### src/rtl/regbank_write_arbiter.sv
// Round-robin write-bus arbiter for a register bank; the grant is registered and visible in the cycle after the edge that issues it.
// stall blocks new grants but never cancels one already on the outputs; the last-acked requester is masked from the next grant.
module regbank_write_arbiter #(
  parameter int NREQ  = 4,
  parameter int WIDTH = 10,
  parameter int NREG  = 4,
  parameter int AW    = 2
) (
  input  logic                  clk,
  input  logic                  reset,
  input  logic                  stall,
  input  logic [NREQ-1:0]       req,
  input  logic [NREQ*WIDTH-1:0] req_data,
  input  logic [NREQ*AW-1:0]    req_addr,
  output logic [NREQ-1:0]       ack,
  output logic [NREG-1:0]       reg_en,
  output logic [WIDTH-1:0]      bus_data,
  output logic                  busy,
  output logic                  err_addr
);
  localparam int PW = (NREQ > 1) ? $clog2(NREQ) : 1;

  logic [PW-1:0]    ptr;
  logic [PW-1:0]    win;
  logic [PW-1:0]    win_next;
  logic             found;
  logic [NREQ-1:0]  eligible;
  logic [WIDTH-1:0] win_data;
  logic [AW-1:0]    win_addr;
  logic             addr_ok;

  // A requester acked this cycle cannot win again at the coming edge.
  assign eligible = req & ~ack;

  always_comb begin
    int idx;
    found = 1'b0;
    win   = '0;
    idx   = 0;
    for (int k = 0; k < NREQ; k++) begin
      idx = int'(ptr) + k;
      if (idx >= NREQ) idx = idx - NREQ;
      if (!found && eligible[idx]) begin
        found = 1'b1;
        win   = PW'(idx);
      end
    end
  end

  assign win_data = req_data[win*WIDTH +: WIDTH];
  assign win_addr = req_addr[win*AW +: AW];
  assign addr_ok  = {1'b0, win_addr} < (AW+1)'(NREG);
  assign win_next = (win == PW'(NREQ-1)) ? '0 : win + PW'(1);

  always_ff @(posedge clk) begin
    if (reset) begin
      ack      <= '0;
      reg_en   <= '0;
      bus_data <= '0;
      busy     <= 1'b0;
      err_addr <= 1'b0;
      ptr      <= '0;
    end else if (stall || !found) begin
      // bus_data deliberately holds its last value when idle.
      ack    <= '0;
      reg_en <= '0;
      busy   <= 1'b0;
    end else begin
      ack      <= NREQ'(1) << win;
      bus_data <= win_data;
      reg_en   <= addr_ok ? (NREG'(1) << win_addr) : '0;
      if (!addr_ok) err_addr <= 1'b1;
      busy     <= 1'b1;
      ptr      <= win_next;
    end
  end
endmodule

### config.mk
export PLATFORM = sky130hd
export DESIGN_NAME = regbank_write_arbiter
export DESIGN_NICKNAME = d
export VERILOG_FILES = /design/src/rtl/regbank_write_arbiter.sv
export SDC_FILE = /design/constraint.sdc
export NUM_CORES = 1
export LEC_CHECK = 0
export CAP_MARGIN = 10
export CORE_ASPECT_RATIO = 0.7
export CORE_MARGIN = 1.5
export CORE_UTILIZATION = 39
export DETAILED_ROUTE_END_ITERATION = 7
export GPL_TIMING_DRIVEN = 0
export PLACE_DENSITY = 0.92
export SYNTH_ARGS = -nofsm -noshare
export SYNTH_HDL_FRONTEND = slang
export SYNTH_SLANG_ARGS = --single-unit
### constraint.sdc
create_clock -name clk -period 4.85 [get_ports clk]
set_clock_uncertainty 0.15 [all_clocks]
set_input_delay 0.485 -clock clk [delete_from_list [all_inputs] [get_ports clk]]
set_output_delay 0.485 -clock clk [all_outputs]
set_load 0.01 [all_outputs]
==> qor.yml, run 1 <==
status: "finished clean"
syn-instance-count: 115
wl_um: 3390
rrSetupSlack_ns: 2.70
clkLatencyLatePin_ns: 0.27
cts_tree: "done"
power_mw: 0.567
finalHoldViolCount: 0
min_period_ns: 2.43
yosysTopAreaCellShare_pct: 35.4
r2r_end: "reg_en[3]"
fp.dieW_um: 69.0
cts-root-buf: "clkbuf_8"
synth_area_leaders: "dfxtp_1, mux2i_1, o221ai_2, nand2b_1, nand2_1"
met2_usage_pct: 38.3
std_cell_rows: 16
top_usage_layer: "met2"
cts_hold_buf: 0
synth.distinct_cells: 32
worstPathMaxFanout: 10
critical_path_class: "primary input to register"
end_kind: "register"
setup_viol_count_final: 0
drt_iter0_drc: 23
critPathLaunchType: "primary input"
antenna_left: 0
grt_max_degree: 13
fillers: 193
synth_edf_count: 0
die_h_um: 49.2
core_um2: 2840
ys_seq_elements: 21
worstMarginPinSlew_ns: 0.672
p_per_area_nw_per_um2: 282
async_reset_ff_share_pct: 0
port_buffers: 73
wl_per_cell_um: 14.9
setup_tns_ns: 0
hold_class: "register to register"
rsz0062_at_grt: "false"
fin_crit_sh_pct: 50.2
whs_endpoint: "bus_data[2]"
multi_input_area_um2: 697
first_pass_iters: 4
power_leakage_nw: 0.776
worst_hold_slack_ns: 0.331
min-delay-start: "bus_data[2]"
cts_buffers: 3
crit_arrival_ns: 2.48
avgSynthCellArea_um2: 10.3
hold_path_depth: 2
cts_buffer_depth: 2
met1_usage_pct: 22.1
r2r_cells: 6
vias: 1168
synth_fp_nets: 170
cap_violations: 0
grt_util_met3_pct: 8.78
cts_setup_buffers: 0
crit-reg2reg-launch: "ack[0]"
grt_pass1_vias: 1167
h-tree-depth: 1
area_growth_pct: 69.2
drive_above_1_share_pct: 11.5
max_slew_margin_pct: 55.0
synth_common_cells: "mux2i_1, dfxtp_1, nand2_1, nand2b_1, o221ai_2"
antenna_found_initial: 0
ys_seq_area_share_pct: 35.4
track_usage_pct: 21.6
die_area_um2: 3390
setup_ws_ns: 2.42
io_pins: 75
slowest_stage: "clkdlybuf4s50_1"
cpMostUsedCell: "nand2b_4"
ys_warn_count: 0
synthFlopType: "dfxtp_1"
register_area_um2: 420
cts_sinks: 21
drc: 0
n_antenna_cell: 0
max_freq_mhz: 411
synth_most_common_cell: "mux2i_1"
critical_path.top_delay_family: "buffers and inverters"
maxSlewViolCount: 0
start_util_pct: 41.8
synth_area_um2: 1190
cp_num_buf_inv: 3
nNetsFinal: 248
ir_worst_vdd_uv: 189
cp_cell_sequence: "clkdlybuf4s50_1, nand2b_4, o2bb2ai_1, a221o_1, nand2b_4, or2_1, buf_6, buf_12, o221ai_2"
avgViaCountPerCell: 5.12
synth.largest_area_cell: "dfxtp_1"
place_hpwl_um: 2740
cp_data_required_time_ns: 4.89
crit_path_max_incr_delay_ns: 0.53
gp_congestion: 0.817
overflow: 0
pre_cts_slack_ns: 2.14
postCtsResizedCells: 0
cts.clk_slew.worst_paths_ns: 0.07
grt_pass1_wl_um: 5290
-- registers in the layout, summed over array words and instances, names as in the netlist --
register,count
ack,4
bus_data,10
busy,1
ptr,2
reg_en,4
-- report_power, final --
part / internal [mW] / switching, mW / leakage (nW)
Sequential: 0.194 / 0.0143 / 0.172
Combinational: 0.139 / 0.103 / 0.578
Clock: 0.0574 / 0.0595 / 0.0255
-- metal layers --
metal | up-vias | share of wire [%] | wire, µm
met5 | - | 0 | 0
met4 | 0 | 1.9 | 64
met3 | 7 | 7.6 | 258
met2 | 52 | 49 | 1670
met1 | 535 | 41 | 1390
li1 | 574 | - | -
-- cells in the final DEF, fill, tap and decap left out, types with 2 or more instances in the layout --
cell and count:
o221ai_2 7, o221ai_1 3, buf_4 3, clkbuf_8 3, buf_2 2, mux2i_1 26, nand2b_4 2, nor2_1 5
dfxtp_1 21, nand2_1 13, inv_1 2, clkdlybuf4s50_1 73, o22ai_1 3, nand2b_1 8
-- tightest hold or removal path, delay by kind of cell, from the launching register on --
kind	cells	cell delay, ns
and+or+nand+nor	1	0.06
DFF	1	0.34
AOI/OAI and AO/OA	1	0.05
-- layout make-up --
type                       count  share of cell area [%]
sequential                    21                    20.9
inverter                       2                   0.373
multi-input combinational     85                    34.7
clock inverter                 1                   0.249
buffer                         7                    3.17
clock buffer                   3                    2.05
timing repair buffer          73                    36.3
tap                           36                    2.24
-- worst max-delay path by stage --
stage	from	end	slack [ns]	cells past startpoint
2_1_floorplan	req[2]	bus_data[0]	2.77	8
3_3_place_gp	req[3]	bus_data[4]	2.20	9
3_5_place_dp	req[2]	bus_data[3]	2.14	8
4_1_cts	req[2]	bus_data[3]	2.42	8
5_1_grt	req[0]	reg_en[3]	2.30	7
6_report	req[3]	bus_data[0]	2.42	9
-- per-stage QoR --
stage	std cells	utilization, %	area (µm²)
4_1_cts	228	70.7	2010
3_5_place_dp	224	69.1	1960
6_report	228	70.7	2010
2_1_floorplan	115	-	1190
3_3_place_gp	224	69.1	1960
5_1_grt	228	70.7	2010
-- logic make-up after synthesis --
kind of cell	after synthesis	share of synthesized area [%]
and+or+nand+nor	37	18.2
buffers and inverters	9	6.00
DFF	21	35.4
muxes	26	21.9
AOI/OAI and AO/OA	20	17.5
other	1	0.315
xor gates and xnor gates	1	0.737
(Power assumes the default switching activity.)
==> inputs of run 2 (changes only) <==
- CORE_UTILIZATION: 39 -> 36
- PLACE_DENSITY: 0.92 -> 0.86
- clock period: 4.85 -> 2.4 ns (I/O delays scaled with it)
==> run 2 against run 1 <==
  * The run now ends with design-rule violations left
  * Combinational power up 100%
  * Clock power up 100%
  * Non-clock buffer count unchanged
  * Critical path type unchanged
  * Utilization down 6.8 points
  * Largest cell class unchanged
  * Power up 100%
  * Critical path depth unchanged
==> qor.yml, run 2 (synthesized netlist as in run 1, its figures left out) <==
overflow: 0  # unchanged
fin_crit_sh_pct: 91.7
antenna_found_initial: 0  # unchanged
track_usage_pct: 19.9  # -1.6 points
internal_power_mw: 0.792  # +100%
grt_max_degree: 12  # -1
swShare_pct: 31.0  # -0.11 points
p_sw_mw: 0.356  # +100%
finalHoldViolCount: 0  # unchanged
critical_path_class: "primary input to register"
gp_congestion: 0.742  # -9.2%
core_um2: 3150  # +11%
power_mw: 1.15  # +100%
min_period_ns: 2.20
maxSlewViolCount: 0  # unchanged
max_slew_margin_pct: 50.9  # -4.1 points
die_h_um: 51.1  # +3.8%
ir_worst_vdd_uv: 308  # +63%
start_util_pct: 37.8  # -4.1 points
postCtsResizedCells: 0  # unchanged
nNetsFinal: 248  # unchanged
area_growth_pct: 69.3  # about the same
cap_violations: 0  # unchanged
grt_pass1_vias: 1183  # +1.4%
place_hpwl_um: 2940  # +7.3%
cts_tree: "done"
crit-reg2reg-launch: "ptr[0]"
hold_class: "register to register"
avgViaCountPerCell: 5.20  # +1.5%
cts-root-buf: "clkbuf_8"
std_cell_rows: 17  # +1
multi_input_area_um2: 697  # unchanged
cts_buffer_depth: 2  # unchanged
power_frac_seq_pct: 36.5  # -0.3 points
reg_top3: "bus_data: 10 flops, ack: 4 flops, reg_en: 4 flops"
max_freq_mhz: 455
cts.clk_slew.worst_paths_ns: 0.07  # about the same
power_leakage_nw: 0.773  # -0.35%
cts_setup_buffers: 0  # unchanged
crit_start: "req[3]"
setup_tns_ns: 0  # unchanged
min-delay-start: "bus_data[2]"
antenna_left: 0  # unchanged
crit_arrival_ns: 2.24  # -0.24 ns
cts_sinks: 21  # unchanged
drive_above_1_share_pct: 10.9  # -0.52 points
io_pins: 75  # unchanged
register_area_um2: 420  # unchanged
status: "complete, but fails checks"
final_common_cell: "clkdlybuf4s50_1"
wl_um: 3640  # +7.3%
worstMarginPinSlew_ns: 0.733  # +0.0609 ns
final_cell_mix: "clkdlybuf4s50_1, mux2i_1, dfxtp_1"
grt_pass1_wl_um: 5510  # +4.3%
fillers: 258  # +34%
die_area_um2: 3660  # +7.9%
vias: 1196  # +2.4%
clkPwrFrac_pct: 20.6  # about the same
n_antenna_cell: 0  # unchanged
worstPathMaxFanout: 10  # unchanged
regMostFlops: "bus_data"
violations: "design-rule violations"
drt_iter0_drc: 86  # +270%
p_per_area_nw_per_um2: 571  # +100%
largest_reg_flops: 10  # unchanged
p_comb_share_pct: 42.8  # +0.2 points
fp.dieW_um: 71.7  # +3.9%
end_kind: "register"
port_buffers: 73  # unchanged
drc: 2  # +2
h-tree-depth: 1  # unchanged
wl_per_cell_um: 15.8  # +6.4%
rsz0062_at_grt: "false"
first_pass_iters: 8  # +4
clkLatencyLatePin_ns: 0.27  # about the same
setup_viol_count_final: 0  # unchanged
cp_data_required_time_ns: 2.44  # -2.45 ns
cts_hold_buf: 0  # unchanged
critPathLaunchType: "primary input"
cts_buffers: 3  # unchanged
==> run 2: cell type report <==
class | count | area share (%)
Buffer | 7 | 3.17
Clock buffer | 4 | 2.24
Inverter | 2 | 0.373
Multi-Input combinational cell | 85 | 34.6
Sequential cell | 21 | 20.9
Tap cell | 38 | 2.36
Timing Repair Buffer | 73 | 36.3
==> run 2: worst max-delay path: stages <==
cell             delay [ns]
clkdlybuf4s50_1        0.53
nand2b_4               0.08
o2bb2ai_1              0.13
a221o_1                0.41
nand2b_4               0.18
or2_1                  0.21
buf_6                  0.14
buf_12                 0.14
o221ai_2               0.17
==> run 2: through the flow <==
stage | cells | utilization (%) | hold WS, ns | area [µm²] | setup slack (ns)
floorplan | 115 | - | 0.162 | 1190 | 0.392
global placement | 226 | 62.5 | 0.297 | 1970 | -0.00833
detailed placement | 226 | 62.5 | 0.301 | 1970 | -0.0757
CTS | 230 | 63.9 | 0.324 | 2010 | 0.191
global route | 230 | 63.9 | 0.356 | 2010 | 0.0816
finish | 230 | 63.9 | 0.327 | 2010 | 0.200
==> run 2: metal layers <==
metal,GRT usage (%),up-vias,part of all wire [%]
li1,-,578,-
met1,21.4,582,41
met2,38.6,32,53
met3,5.52,4,4.9
met4,4.72,0,0.99
met5,0,-,0
==> run 2: path summary, 6_finish.rpt <==
path	slack, ns	to	cells after the start
min	0.33	bus_data[2]	2
max reg2reg	0.23	bus_data[3]	7
max	0.20	bus_data[2]	9
min reg2reg	0.33	bus_data[2]	2
==> run 2: power groups by stage <==
stage / clock [mW] / sequential [mW] / combinational [mW]
final: 0.237 / 0.419 / 0.492
after global routing: 0.251 / 0.425 / 0.524
after CTS: 0.239 / 0.419 / 0.493
after detailed placement: 0 / 0.427 / 0.491
after global placement: 0 / 0.423 / 0.473
after floorplan: 0 / 0.441 / 0.258
==> inputs of run 3 (changes only) <==
- CTS_CLUSTER_DIAMETER: default -> 150
- RECOVER_POWER: default -> 25
==> run 3 against run 2 <==
  * The run still ends with design-rule violations left
  * Routed wire length down 0.27%
  * Worst hold slack lost 0.0012 ns
  * Critical path depth is the same
  * Global-route usage stayed put
  * Fmax barely moved
  * Utilization did not move
  * Via count is 0.42% lower
  * First-iteration DRC count stayed put
  * Non-clock buffer count unchanged
  * Combinational power down 1%
  * Cell count stayed put
  * Power down 0.55%
  * Largest cell class unchanged
  * Largest power group unchanged
  * Highest routed layer unchanged
==> qor.yml, run 3 (synthesized netlist as in run 1, its figures left out) <==
min-delay-start: "bus_data[3]"
worstPathMaxFanout: 10  # unchanged
area_growth_pct: 69.3  # unchanged
vias: 1191  # -0.42%
utilization_pct: 63.9  # unchanged
cts_buffer_depth: 2  # unchanged
cts_setup_buffers: 0  # unchanged
critPathLaunchType: "primary input"
cts_tree: "done"
avgViaCountPerCell: 5.18  # -0.42%
crit-reg2reg-launch: "ptr[0]"
fp.dieW_um: 71.7  # unchanged
std_cell_rows: 17  # unchanged
rrSetupSlack_ns: 0.23  # about the same
critical_path_class: "primary input to register"
met2_usage_pct: 38.6  # unchanged
h-tree-depth: 1  # unchanged
grt_pass1_vias: 1183  # unchanged
clkLatencyLatePin_ns: 0.27  # about the same
wl_um: 3630  # -0.27%
cts-root-buf: "clkbuf_8"
end_kind: "register"
place_hpwl_um: 2940  # unchanged
die_area_um2: 3660  # unchanged
first_pass_iters: 8  # unchanged
power_mw: 1.14  # -0.55%
worstMarginPinSlew_ns: 0.740  # +0.00635 ns
power_leakage_nw: 0.803  # +3.8%
final_cell_mix: "clkdlybuf4s50_1, mux2i_1, dfxtp_1"
fin_cells: 230  # unchanged
n_antenna_cell: 0  # unchanged
worst_hold_slack_ns: 0.326  # -0.00119 ns
top_usage_layer: "met2"
crit_start: "req[3]"
overflow: 0  # unchanged
pre_cts_slack_ns: -0.0757  # unchanged
cts_sinks: 21  # unchanged
regMostFlops: "bus_data"
violations: "design-rule violations"
grt_util_met3_pct: 5.52  # unchanged
largest_reg_flops: 10  # unchanged
grt_pass1_wl_um: 5510  # unchanged
rsz0062_at_grt: "false"
port_buffers: 73  # unchanged
start_util_pct: 37.8  # unchanged
max_freq_mhz: 454  # about the same
final_common_cell: "clkdlybuf4s50_1"
max_slew_margin_pct: 50.5  # -0.42 points
setup_viol_count_final: 0  # unchanged
status: "complete, but fails checks"
setup_ws_ns: 0.199  # -0.00103 ns
cap_violations: 0  # unchanged
drt_iter0_drc: 86  # unchanged
met1_usage_pct: 21.4  # unchanged
antenna_left: 0  # unchanged
cts_hold_buf: 0  # unchanged
wl_per_cell_um: 15.8  # -0.27%
fin_crit_sh_pct: 91.7  # about the same
postCtsResizedCells: 0  # unchanged
core_um2: 3150  # unchanged
io_pins: 75  # unchanged
p_per_area_nw_per_um2: 567  # -0.55%
cp_data_required_time_ns: 2.44  # about the same
drive_above_1_share_pct: 10.9  # unchanged
grt_max_degree: 12  # unchanged
track_usage_pct: 19.9  # unchanged
die_h_um: 51.1  # unchanged
crit_arrival_ns: 2.24  # about the same
antenna_found_initial: 0  # unchanged
ir_worst_vdd_uv: 306  # -0.63%
gp_congestion: 0.742  # unchanged
dp.cells: 226  # unchanged
finalHoldViolCount: 0  # unchanged
cts_buffers: 3  # unchanged
drc: 2  # unchanged
hold_class: "register to register"
cts.clk_slew.worst_paths_ns: 0.07  # about the same
reg_top3: "bus_data: 10 flops, ack: 4 flops, reg_en: 4 flops"
min_period_ns: 2.20  # +0.00103 ns
maxSlewViolCount: 0  # unchanged
nNetsFinal: 248  # unchanged
## run 3: layout make-up
class | instances | area [µm²]
repair buffers | 73 | 731
multi-input cells | 85 | 697
clock buffers | 4 | 45.0
flip-flops and latches | 21 | 420
inverters | 2 | 7.51
well taps | 38 | 47.5
plain buffers | 7 | 63.8
fillers | 258 | 1140
## run 3: metal layers
| layer | routed length [µm] | part of all wire [%] |
|---|---|---|
| met4 | 36 | 0.99 |
| met2 | 1920 | 53 |
| met3 | 169 | 4.7 |
| met5 | 0 | 0 |
| met1 | 1500 | 41 |
## run 3: final timing paths
path                 endpoint  depth (start not counted)
setup reg to reg  bus_data[3]                          7
hold / removal    bus_data[3]                          2
setup / recovery  bus_data[2]                          9
hold reg to reg   bus_data[3]                          2
## run 3: power by group
part	internal, mW	total (mW)	leakage [nW]	switching, mW
sequential	0.392	0.419	0.172	0.0263
clock	0.119	0.237	0.0228	0.118
combinational	0.275	0.486	0.608	0.211
## run 3: critical path, stage by stage
cell             delay, ns
clkdlybuf4s50_1       0.53
nand2b_4              0.08
o2bb2ai_1             0.13
a221o_1               0.41
nand2b_4              0.18
or2_1                 0.21
buf_6                 0.14
buf_12                0.14
o221ai_2              0.17
## run 3: metrics by stage
| stage | cell area (µm²) | setup TNS, ns |
|---|---|---|
| 3_3_place_gp | 1970 | -0.00978 |
| 2_1_floorplan | 1190 | 0 |
| 6_report | 2010 | 0 |
| 5_1_grt | 2010 | 0 |
| 4_1_cts | 2010 | 0 |
| 3_5_place_dp | 1970 | -0.672 |
